### config.mk
export PLATFORM = sky130hd
export DESIGN_NAME = pc_fetch_ctrl
export DESIGN_NICKNAME = d
export VERILOG_FILES = /design/src/rtl/fetch_pkg.sv /design/src/rtl/pc_next_calc.sv /design/src/rtl/pc_fetch_ctrl.sv
export SDC_FILE = /design/constraint.sdc
export NUM_CORES = 1
export LEC_CHECK = 0
export ABC_CLOCK_PERIOD_IN_PS = 2600
export BUFFER_PORTS_ARGS = -buffer_cell sky130_fd_sc_hd__buf_2
export CAP_MARGIN = 15
export CORE_ASPECT_RATIO = 1.75
export CORE_MARGIN = 2
export CORE_UTILIZATION = 53
export CTS_CLUSTER_SIZE = 16
export DETAILED_ROUTE_END_ITERATION = 16
export PLACE_DENSITY = 0.84
export SLEW_MARGIN = 30
export SYNTH_ARGS = -nofsm -noshare
export SYNTH_HDL_FRONTEND = slang
export SYNTH_SLANG_ARGS = --single-unit
### constraint.sdc
create_clock -name Clk -period 2.6 [get_ports Clk]
set_clock_uncertainty 0.15 [all_clocks]
set_input_delay 0.26 -clock Clk [delete_from_list [all_inputs] [get_ports Clk]]
set_output_delay 0.26 -clock Clk [all_outputs]
set_load 0.02 [all_outputs]
### src/rtl/fetch_pkg.sv
// rtl/fetch_pkg.sv - shared widths, start address and state encoding for the fetch stage
package fetch_pkg;

  localparam int PC_W     = 10;
  localparam int TGT_W    = 8;
  localparam int IDX_W    = 5;
  localparam int CNT_W    = 16;
  localparam int START_PC = 0;

  typedef enum logic [1:0] {
    ST_IDLE = 2'd0,
    ST_RUN  = 2'd1,
    ST_DONE = 2'd2
  } state_e;

endpackage

### src/rtl/pc_next_calc.sv
// rtl/pc_next_calc.sv - combinational next-PC select: hold, absolute, PC-relative or sequential
module pc_next_calc #(
  parameter int PC_W  = 10,
  parameter int TGT_W = 8
) (
  input  logic [PC_W-1:0]  pc,
  input  logic [TGT_W-1:0] target,
  input  logic             branch_en,
  input  logic             branch_abs,
  input  logic             taken,
  input  logic             stall,
  output logic [PC_W-1:0]  next_pc,
  output logic             branch_taken
);

  logic [PC_W-1:0] tgt_zext;
  logic [PC_W-1:0] tgt_sext;

  assign tgt_zext     = {{(PC_W-TGT_W){1'b0}}, target};
  assign tgt_sext     = {{(PC_W-TGT_W){target[TGT_W-1]}}, target};
  // A stalled branch is dropped here; decode presents it again once the stall clears.
  assign branch_taken = branch_en & taken & ~stall;

  always_comb begin
    next_pc = pc + 1'b1;
    if (stall) begin
      next_pc = pc;
    end else if (branch_taken) begin
      next_pc = branch_abs ? tgt_zext : pc + tgt_sext;
    end
  end

endmodule

### src/rtl/pc_fetch_ctrl.sv
// rtl/pc_fetch_ctrl.sv - PC register, run/halt FSM and cycle/branch counters of the fetch stage
module pc_fetch_ctrl #(
  parameter int PC_W     = fetch_pkg::PC_W,
  parameter int TGT_W    = fetch_pkg::TGT_W,
  parameter int IDX_W    = fetch_pkg::IDX_W,
  parameter int START_PC = fetch_pkg::START_PC,
  parameter int CNT_W    = fetch_pkg::CNT_W
) (
  input  logic             Clk,
  input  logic             Reset,
  input  logic             Start,
  input  logic             Stall,
  input  logic             HaltReq,
  input  logic             BranchEn,
  input  logic             BranchAbs,
  input  logic             Taken,
  input  logic [IDX_W-1:0] JumpIdx,
  output logic [IDX_W-1:0] LutAddr,
  input  logic [TGT_W-1:0] Target,
  output logic [PC_W-1:0]  PC,
  output logic             Running,
  output logic             Done,
  output logic [CNT_W-1:0] CycleCnt,
  output logic [CNT_W-1:0] BranchCnt
);

  import fetch_pkg::*;

  state_e           state_q, state_d;
  logic [PC_W-1:0]  pc_q, pc_d;
  logic [CNT_W-1:0] cycle_cnt_q, cycle_cnt_d;
  logic [CNT_W-1:0] branch_cnt_q, branch_cnt_d;
  logic [PC_W-1:0]  calc_pc;
  logic             branch_taken;
  logic [PC_W-1:0]  start_pc;

  assign start_pc = START_PC[PC_W-1:0];
  assign LutAddr  = JumpIdx;

  pc_next_calc #(
    .PC_W  (PC_W),
    .TGT_W (TGT_W)
  ) u_next (
    .pc           (pc_q),
    .target       (Target),
    .branch_en    (BranchEn),
    .branch_abs   (BranchAbs),
    .taken        (Taken),
    .stall        (Stall),
    .next_pc      (calc_pc),
    .branch_taken (branch_taken)
  );

  always_comb begin
    state_d      = state_q;
    pc_d         = pc_q;
    cycle_cnt_d  = cycle_cnt_q;
    branch_cnt_d = branch_cnt_q;
    if (Start) begin
      state_d      = ST_RUN;
      pc_d         = start_pc;
      cycle_cnt_d  = '0;
      branch_cnt_d = '0;
    end else begin
      case (state_q)
        ST_RUN: begin
          // The halting cycle still counts as a RUN cycle.
          if (!(&cycle_cnt_q)) cycle_cnt_d = cycle_cnt_q + 1'b1;
          if (HaltReq) begin
            state_d = ST_DONE;
          end else begin
            pc_d = calc_pc;
            if (branch_taken && !(&branch_cnt_q)) branch_cnt_d = branch_cnt_q + 1'b1;
          end
        end
        default: ;
      endcase
    end
  end

  always_ff @(posedge Clk) begin
    if (Reset) begin
      state_q      <= ST_IDLE;
      pc_q         <= '0;
      cycle_cnt_q  <= '0;
      branch_cnt_q <= '0;
    end else begin
      state_q      <= state_d;
      pc_q         <= pc_d;
      cycle_cnt_q  <= cycle_cnt_d;
      branch_cnt_q <= branch_cnt_d;
    end
  end

  assign PC        = pc_q;
  assign Running   = (state_q == ST_RUN);
  assign Done      = (state_q == ST_DONE);
  assign CycleCnt  = cycle_cnt_q;
  assign BranchCnt = branch_cnt_q;

endmodule

==> flow_summary.toml, run 1 <==
[logic_synthesis]
synthCells = 330
netlist_area_um2 = 2610
ys_ff_latch = 44
yosysUniqueCellTypes = 50
synth_top_area_cell = "dfxtp_1"
synth-edff-count = 0
yosys.cell_count.top_type = "nor2_1"
yosysWarnings = 0
synth-seq-area-share_pct = 33.7
syn_area_per_cell_um2 = 7.92
synth_commonest_cells = "nor2_1, dfxtp_1, nand2_1, a21oi_1"
synth_top_area_share_pct = 33.7
synth.area.top_cells = "dfxtp_1, nor2_1, ha_1"
syn_nets = 364
async_flop_share_pct = 0
synth-main-ff-cell = "dfxtp_1"

[critical_path]
critPathKind = "reg2reg"
r2r_cells = 8
startpoint = "PC[0]"
r2r_start = "PC[0]"
cp.arrival_ns = 2.44
crit_chain = "ha_1 > fa_1 > a21oi_1 > o211ai_1 > o22ai_1 > xnor2_1 > o211ai_1 > a31oi_1"
critPathLaunchType = "flop"
end_kind = "flop"
reg2reg_to = "PC[8]"
crit_fanout = 8
worstPathRequired_ns = 2.67
slowest_delay_ns = 0.41
cp_common_cell = "o211ai_1"
reg2reg_slack_ns = 0.23
slowest_stage = "fa_1"

[timing]
tightest_slew_ns = 0.761
tns_ns = 0
hold_viol = 0
finalSetupViolations = 0
worst_hold_slack_ns = 0.0505
max_slew_margin_pct = 49.3
finalCritPeriodShare_pct = 91.2
max_freq_mhz = 422
slew_viol_final = 0
rsz0062_at_grt = "no"
fin_crit_ns = 2.37

[worst_hold_path]
whs_endpoint = "state_q[0]"
whs_path_depth = 3
hold_path.class = "in2reg"
hp-start = "Start"

[die]
start_util_pct = 55.5
die_area_um2 = 5530
dieHeight_um = 96.9
ios = 70
core_um2 = 4710
die_x_um = 57.1
num_rows = 33

[status]
outcome = "finished, final reports clean"

[power]
p_leak_nw = 1.22
peakVddDrop_uv = 355
p_total_mw = 1.24
power_density_nw_per_um2 = 411

[grt]
grt_pass1_wl_mm = 10.6
met2_usage_pct = 43.3
track_usage_pct = 23.3
grt_max_degree = 42
grt-busiest-layer = "met2"
overflow = 0
grt.met1_usage_pct = 23.5
grt_antenna_before_repair = 0
met3_usage_pct = 2.94
grt_pass1_vias = 2506

[finish]
antenna_cells = 0
fin_area_um2 = 3030
nets = 419
drive_gt1_share_pct = 19.5
areaGrowthSynthToFinish_pct = 15.9

[drt]
drtIter0Drc = 75
detail_route.wl_per_cell_um = 14.3
routed_wl_mm = 6.25
ant_nets = 0
vias_per_cell = 5.89
drc_errors = 0
vias = 2576
firstDrtPassIters = 4

[place]
hpwl_mm = 4.80
place.port_buffers = 59
placed_cell_area_um2 = 2920
place_congestion = 0.851

[cts]
cts_sinks = 44
cts_tree = "built"
clk_latency_ns = 0.30
cts.htree.levels = 2
clockRootBuffer = "clkbuf_8"
cts_buffer_depth = 2
path_clk_slew_ns = 0.08
cts_resized = 0
numCtsBuffers = 5

[run]
cap_violations = 0
-- cell type report --
class                   instances  area, µm²
multi-input cells             264       1630
flip-flops and latches         44        881
repair buffers                 63        328
fillers                       457       1680
inverters                       7       26.3
well taps                      52       65.1
clock buffers                   7       96.3
-- stage by stage --
stage / util (%) / instances / setup slack, ns
final: 64.3 / 437 / 0.230
after global placement: 62.0 / 429 / 0.350
after global routing: 64.3 / 437 / 0.0954
after detailed placement: 62.0 / 429 / 0.260
after floorplan: - / 330 / 0.374
after CTS: 64.3 / 437 / 0.231
-- cells in the final DEF, fill, tap and decap left out, types with 2 or more instances in the layout --
master | Yosys | final
buf_2 | 0 | 59
nor2_1 | 57 | 57
dfxtp_1 | 44 | 44
nand2_1 | 31 | 31
a21oi_1 | 20 | 20
xor2_1 | 17 | 17
xnor2_1 | 17 | 17
nand3_1 | 16 | 16
o21ai_0 | 13 | 13
ha_1 | 12 | 12
nand4_1 | 9 | 9
inv_1 | 7 | 7
clkbuf_8 | 0 | 7
nor3_1 | 5 | 5
and3_1 | 5 | 5
a31oi_1 | 5 | 5
o211ai_1 | 4 | 4
or3_1 | 4 | 4
a211oi_1 | 4 | 4
nand2b_1 | 3 | 3
o31ai_1 | 3 | 3
o22ai_1 | 3 | 3
mux2i_1 | 3 | 3
buf_4 | 5 | 3
nor2b_1 | 2 | 2
or2_2 | 2 | 2
nor3b_1 | 2 | 2
a221oi_1 | 2 | 2
a22oi_1 | 2 | 2
a21o_1 | 2 | 2
-- sequential cells by signal, indices dropped and copies added (netlist names) --
signal	count
BranchCnt	16
PC	10
state_q	2
CycleCnt	16
-- cells by family (layout without fill, tap and decap cells) --
| kind of cell | count (synthesis) | count (layout) | share of synthesized area, % |
|---|---|---|---|
| AND/OR/NAND/NOR | 147 | 147 | 27.3 |
| buffers and inverters | 22 | 77 | 3.88 |
| AO/OA/AOI/OAI | 67 | 67 | 16.0 |
| flip-flops | 44 | 44 | 33.7 |
| multiplexers | 3 | 3 | 1.15 |
| XOR/XNOR | 34 | 34 | 11.4 |
| adder cells (fa/ha/maj) | 13 | 13 | 6.51 |
-- where the power goes --
part	switching [mW]	total, mW	internal [mW]
combinational	0.0624	0.0993	0.0370
clock	0.229	0.466	0.237
sequential	0.00403	0.680	0.676
-- worst max-delay path: cells and delay by family, from the launching register on --
| kind | cells | cell delay [ns] |
|---|---|---|
| AOI/OAI and AO/OA | 5 | 0.95 |
| xor gates and xnor gates | 1 | 0.14 |
| adders and majority gates | 2 | 0.67 |
| DFF | 1 | 0.38 |
-- routing by layer --
| metal | up-vias | share of wire [%] |
|---|---|---|
| li1 | 1274 | - |
| met2 | 77 | 54 |
| met4 | 0 | 3.7 |
| met5 | - | 0 |
| met3 | 21 | 4.4 |
| met1 | 1204 | 38 |
-- worst max-delay path by stage --
stage / endpoint / slack [ns] / cells after the start
final: PC[8] / 0.23 / 8
after global routing: PC[8] / 0.1 / 8
after CTS: PC[8] / 0.23 / 8
after detailed placement: PC[8] / 0.26 / 8
after global placement: PC[7] / 0.35 / 7
after floorplan: PC[7] / 0.37 / 7
-- repair_timing --
action / 4_1_cts / 5_1_grt
buffers inserted: 0 / 0
hold buffers: 1 / 0
setup endpoints to repair: 0 / 0
endpoints found under the hold margin: 1 / 0
(Power assumes the default switching activity.)
==> run 2, diff against run 1 <==
--- a/config.mk
+++ b/config.mk
@@ -14,7 +14,9 @@
 export CTS_CLUSTER_SIZE = 16
 export DETAILED_ROUTE_END_ITERATION = 16
 export PLACE_DENSITY = 0.84
+export REMOVE_ABC_BUFFERS = 1
 export SLEW_MARGIN = 30
 export SYNTH_ARGS = -nofsm -noshare
 export SYNTH_HDL_FRONTEND = slang
 export SYNTH_SLANG_ARGS = --single-unit
+export TNS_END_PERCENT = 20
==> flow_summary.toml, run 2 (synthesis results as in run 1) <==
[die]
ios = 70
dieHeight_um = 96.9
start_util_pct = 55.5
die_x_um = 57.1
num_rows = 33
core_um2 = 4710
die_area_um2 = 5530

[timing]
tightest_slew_ns = 0.767
fin_crit_ns = 2.33
finalSetupViolations = 0
tns_ns = 0
max_slew_margin_pct = 48.8
max_freq_mhz = 428
rsz0062_at_grt = "no"
finalCritPeriodShare_pct = 89.8
hold_viol = 0
slew_viol_final = 0

[critical_path]
crit_fanout = 8
critical-path-top-delay-family = "compound AO/OA/AOI/OAI gates"
cp_common_cell = "o211ai_1"
critPathBufInv = 0
slowest_stage = "fa_1"
critPathKind = "reg2reg"
r2r_start = "PC[0]"
critPathLaunchType = "flop"
crit_chain = "ha_1 > fa_1 > a21oi_1 > o211ai_1 > o22ai_1 > xnor2_1 > o211ai_1 > a31oi_1"
startpoint = "PC[0]"
slowest_delay_ns = 0.42
end_kind = "flop"
worstPathRequired_ns = 2.67
reg2reg_slack_ns = 0.27
cp.arrival_ns = 2.40

[cts]
holdBufCountCts = 0
cts_setup_buffers = 0
cts_buffer_depth = 2
cts_tree = "built"
clk_latency_ns = 0.29
numCtsBuffers = 5
cts_sinks = 44
cts.htree.levels = 2
clockRootBuffer = "clkbuf_8"
cts_resized = 0
path_clk_slew_ns = 0.08

[finish]
final_common_cell = "buf_2"
fill_cells = 443
final_cell_mix = "buf_2, nor2_1, dfxtp_1, nand2_1, a21oi_1"
antenna_cells = 0
nets = 418
drive_gt1_share_pct = 19.5
areaGrowthSynthToFinish_pct = 16.7

[drt]
routed.top_layer = "met4"
ant_nets = 0
wl_met3_um = 391
drtIter0Drc = 72
firstDrtPassIters = 4
vias_per_cell = 5.87
detail_route.wl_per_cell_um = 14.3
vias = 2561
drc_errors = 0
routed_wl_mm = 6.25
wl_met2_mm = 3.40
met1_length_mm = 2.29

[grt]
grt_pass1_wl_mm = 10.6
overflow = 0
track_usage_pct = 23.3
grt_pass1_vias = 2520
grt_antenna_before_repair = 0
grt_max_degree = 42

[power]
power_density_nw_per_um2 = 455
p_total_mw = 1.39
peakVddDrop_uv = 419
p_leak_nw = 1.23

[place]
hpwl_mm = 4.76
place_congestion = 0.800
place.port_buffers = 59

[worst_hold_path]
hold_path.class = "in2reg"
hp-start = "Reset"

[run]
cap_violations = 0

[status]
outcome = "finished, final reports clean"
[run 2: cell types whose count changed in the layout (fill, tap and decap cells not counted)]
cell | before | now
bufinv_16 | 0 | 2
clkbuf_8 | 7 | 5
dlygate4sd3_1 | 1 | 0
[run 2: metal layers]
layer	vias up	GRT usage, %
li1	1272	-
met1	1180	22.3
met2	90	44.2
met3	19	5.35
met4	0	11.3
met5	-	0
[run 2: area by class of cell]
type | instances | area (µm²) | area share [%]
Multi-Input combinational cell | 264 | 1630 | 53.5
Inverter | 7 | 26.3 | 0.862
Sequential cell | 44 | 881 | 28.9
Clock buffer | 5 | 68.8 | 2.26
Timing Repair Buffer | 62 | 318 | 10.4
Tap cell | 52 | 65.1 | 2.13
Clock inverter | 2 | 60.1 | 1.97
[run 2: worst paths after layout]
check / end / cells past startpoint
hold / removal: state_q[0] / 2
setup / recovery: PC[8] / 8
setup reg to reg: PC[8] / 8
hold reg to reg: CycleCnt[1] / 2
[run 2: where the power goes]
group / internal (mW) / switching [mW]
clock network: 0.378 / 0.230
logic: 0.0360 / 0.0621
registers: 0.676 / 0.00418
[run 2: worst register-to-register path: cells and delay by family, from the launching register on]
kind            cells  cell delay (ns)
xor+xnor            1             0.14
compound gates      5             0.91
flops               1             0.38
fa+ha+maj           2             0.67
[run 2: stage by stage]
step	cells	worst slack, ns	hold slack [ns]	instance area (µm²)	utilization [%]
finish	436	0.266	0.0175	3050	64.8
floorplan	315	0.374	0.182	2540	-
global placement	429	0.312	0.310	2920	62.0
CTS	436	0.253	0.0125	3050	64.8
detailed placement	429	0.269	0.314	2920	62.0
global route	436	0.0764	0.0226	3050	64.8
==> run 3, diff against run 2 <==
--- a/config.mk
+++ b/config.mk
@@ -5,15 +5,16 @@
 export SDC_FILE = /design/constraint.sdc
 export NUM_CORES = 1
 export LEC_CHECK = 0
+export ABC_AREA = 1
 export ABC_CLOCK_PERIOD_IN_PS = 2600
 export BUFFER_PORTS_ARGS = -buffer_cell sky130_fd_sc_hd__buf_2
 export CAP_MARGIN = 15
 export CORE_ASPECT_RATIO = 1.75
 export CORE_MARGIN = 2
-export CORE_UTILIZATION = 53
+export CORE_UTILIZATION = 55
 export CTS_CLUSTER_SIZE = 16
 export DETAILED_ROUTE_END_ITERATION = 16
-export PLACE_DENSITY = 0.84
+export PLACE_DENSITY = 0.85
 export REMOVE_ABC_BUFFERS = 1
 export SLEW_MARGIN = 30
 export SYNTH_ARGS = -nofsm -noshare
==> flow_summary.toml, run 3 <==
[grt]
track_usage_pct = 26.0
grt_pass1_vias = 3123
overflow = 0
grt_max_degree = 29
grt-busiest-layer = "met2"
grt_antenna_before_repair = 0
grt.met1_usage_pct = 27.4
met2_usage_pct = 44.6
met3_usage_pct = 5.10
grt_pass1_wl_mm = 13.2

[logic_synthesis]
synth_top_area_cell = "dfxtp_1"
synth_top_area_share_pct = 28.0
yosys.cell_count.top_type = "nand2_1"
synth.area.top_cells = "dfxtp_1, nand2_1, nor2_1"
ys_ff_latch = 44
synthCells = 495
yosysUniqueCellTypes = 36
synth-seq-area-share_pct = 28.0
netlist_area_um2 = 3140
synth-main-ff-cell = "dfxtp_1"
synth_commonest_cells = "nand2_1, nor2_1, inv_1, dfxtp_1, nand3_1"
yosysWarnings = 0
syn_area_per_cell_um2 = 6.35
synth-edff-count = 0
async_flop_share_pct = 0

[finish]
drive_gt1_share_pct = 16.4
seq_area_um2 = 881
final_common_cell = "nand2_1"
areaGrowthSynthToFinish_pct = 13.1
nets = 584
finish.utilization_pct = 64.2
multiInputGateArea_um2 = 1960
antenna_cells = 0
final_cell_mix = "nand2_1, buf_2, nor2_1, inv_1, dfxtp_1"
fill_cells = 527
fin_area_um2 = 3550

[drt]
drc_errors = 0
routed_wl_mm = 7.87
firstDrtPassIters = 4
vias_per_cell = 5.36
detail_route.wl_per_cell_um = 12.6
ant_nets = 0
drtIter0Drc = 226
vias = 3354

[power]
peakVddDrop_uv = 220
p_total_mw = 1.24
power_density_nw_per_um2 = 349
p_leak_nw = 1.61

[critical_path]
slowest_stage = "dfxtp_1"
worstPathRequired_ns = 2.65
slowest_delay_ns = 0.40
crit_chain = "ha_1 > nand3_1 > nor2_1 > nand3_1 > nand2_2 > inv_2 > nand2_1 > nand2_1 > nand2_1 > nor2_1"
end_kind = "flop"
critPathLaunchType = "flop"
cp.arrival_ns = 2.06
crit_fanout = 17
cp_common_cell = "nand2_1"
critPathKind = "reg2reg"
reg2reg_slack_ns = 0.59

[cts]
path_clk_slew_ns = 0.08
cts.htree.levels = 2
cts_resized = 0
cts_buffer_depth = 2
numCtsBuffers = 5
clockRootBuffer = "clkbuf_8"
cts_tree = "built"
cts_sinks = 44
clk_latency_ns = 0.30

[timing]
slew_viol_final = 0
worst_hold_slack_ns = 0.0497
max_slew_margin_pct = 65.5
finalCritPeriodShare_pct = 77.3
tightest_slew_ns = 0.517
fin_crit_ns = 2.01
hold_viol = 0
finalSetupViolations = 0
rsz0062_at_grt = "no"
max_freq_mhz = 498
tns_ns = 0

[worst_hold_path]
hold_path.class = "in2reg"

[status]
outcome = "finished, final reports clean"

[die]
die_area_um2 = 6360
ios = 70
die_x_um = 61.2
core_um2 = 5540
start_util_pct = 56.8
dieHeight_um = 104
num_rows = 36

[run]
cap_violations = 0

[place]
hpwl_mm = 6.06
place.port_buffers = 59
placed_cell_area_um2 = 3470
place_congestion = 0.928
## run 3: changes by cell type in the layout (fill, tap and decap cells not counted), moves of 4 or more
cell      change
a211oi_1      -4
a21oi_1      +20
and3_1        -5
inv_1        +43
inv_2         +5
nand2_1     +107
nand3_1      +26
o21ai_0       +7
or3_1         -4
xor2_1        -6
## run 3: kinds of logic after synthesis
group	share of synthesized area, %
fa+ha+maj	5.41
buf+inv	9.59
xor+xnor	7.24
simple gates	36.9
flops	28.0
compound gates	12.8
## run 3: metrics by stage
stage | cells | worst slack [ns]
2_1_floorplan | 480 | 0.661
3_3_place_gp | 618 | 0.722
3_5_place_dp | 618 | 0.646
4_1_cts | 626 | 0.623
5_1_grt | 626 | 0.473
6_report | 626 | 0.591
## run 3: repair_timing
action,4_1_cts,5_1_grt
buffers inserted,0,0
endpoints found under the hold margin,1,0
hold buffers,1,0
## run 3: power breakdown
group	switching [mW]	internal, mW	leakage, nW
sequential	0.00783	0.678	0.355
combinational	0.0920	0.0485	1.22
clock	0.230	0.183	0.0410
## run 3: area by class of cell
type | count | area share [%]
clock inverters | 1 | 0.141
multi-input cells | 380 | 55.2
clock buffers | 6 | 2.04
repair buffers | 63 | 9.22
well taps | 76 | 2.68
flip-flops and latches | 44 | 24.8
inverters | 56 | 5.95
## run 3: layer usage
layer	share of wire, %	wire length [µm]
met1	39	3070
met2	52	4120
met3	4.4	349
met4	4.2	333
met5	0	0
## run 3: worst max-delay path, delay by kind of cell, from the launching register on
kind	cells	cell delay, ns
flops	1	0.40
simple gates	8	0.95
fa+ha+maj	1	0.23
buf+inv	1	0.18
## run 3: final timing paths
check | depth (start not counted) | start | endpoint
setup reg to reg | 10 | CycleCnt[0] | CycleCnt[6]
setup / recovery | 10 | CycleCnt[0] | CycleCnt[6]
hold / removal | 3 | Start | state_q[0]
hold reg to reg | 2 | BranchCnt[9] | BranchCnt[9]
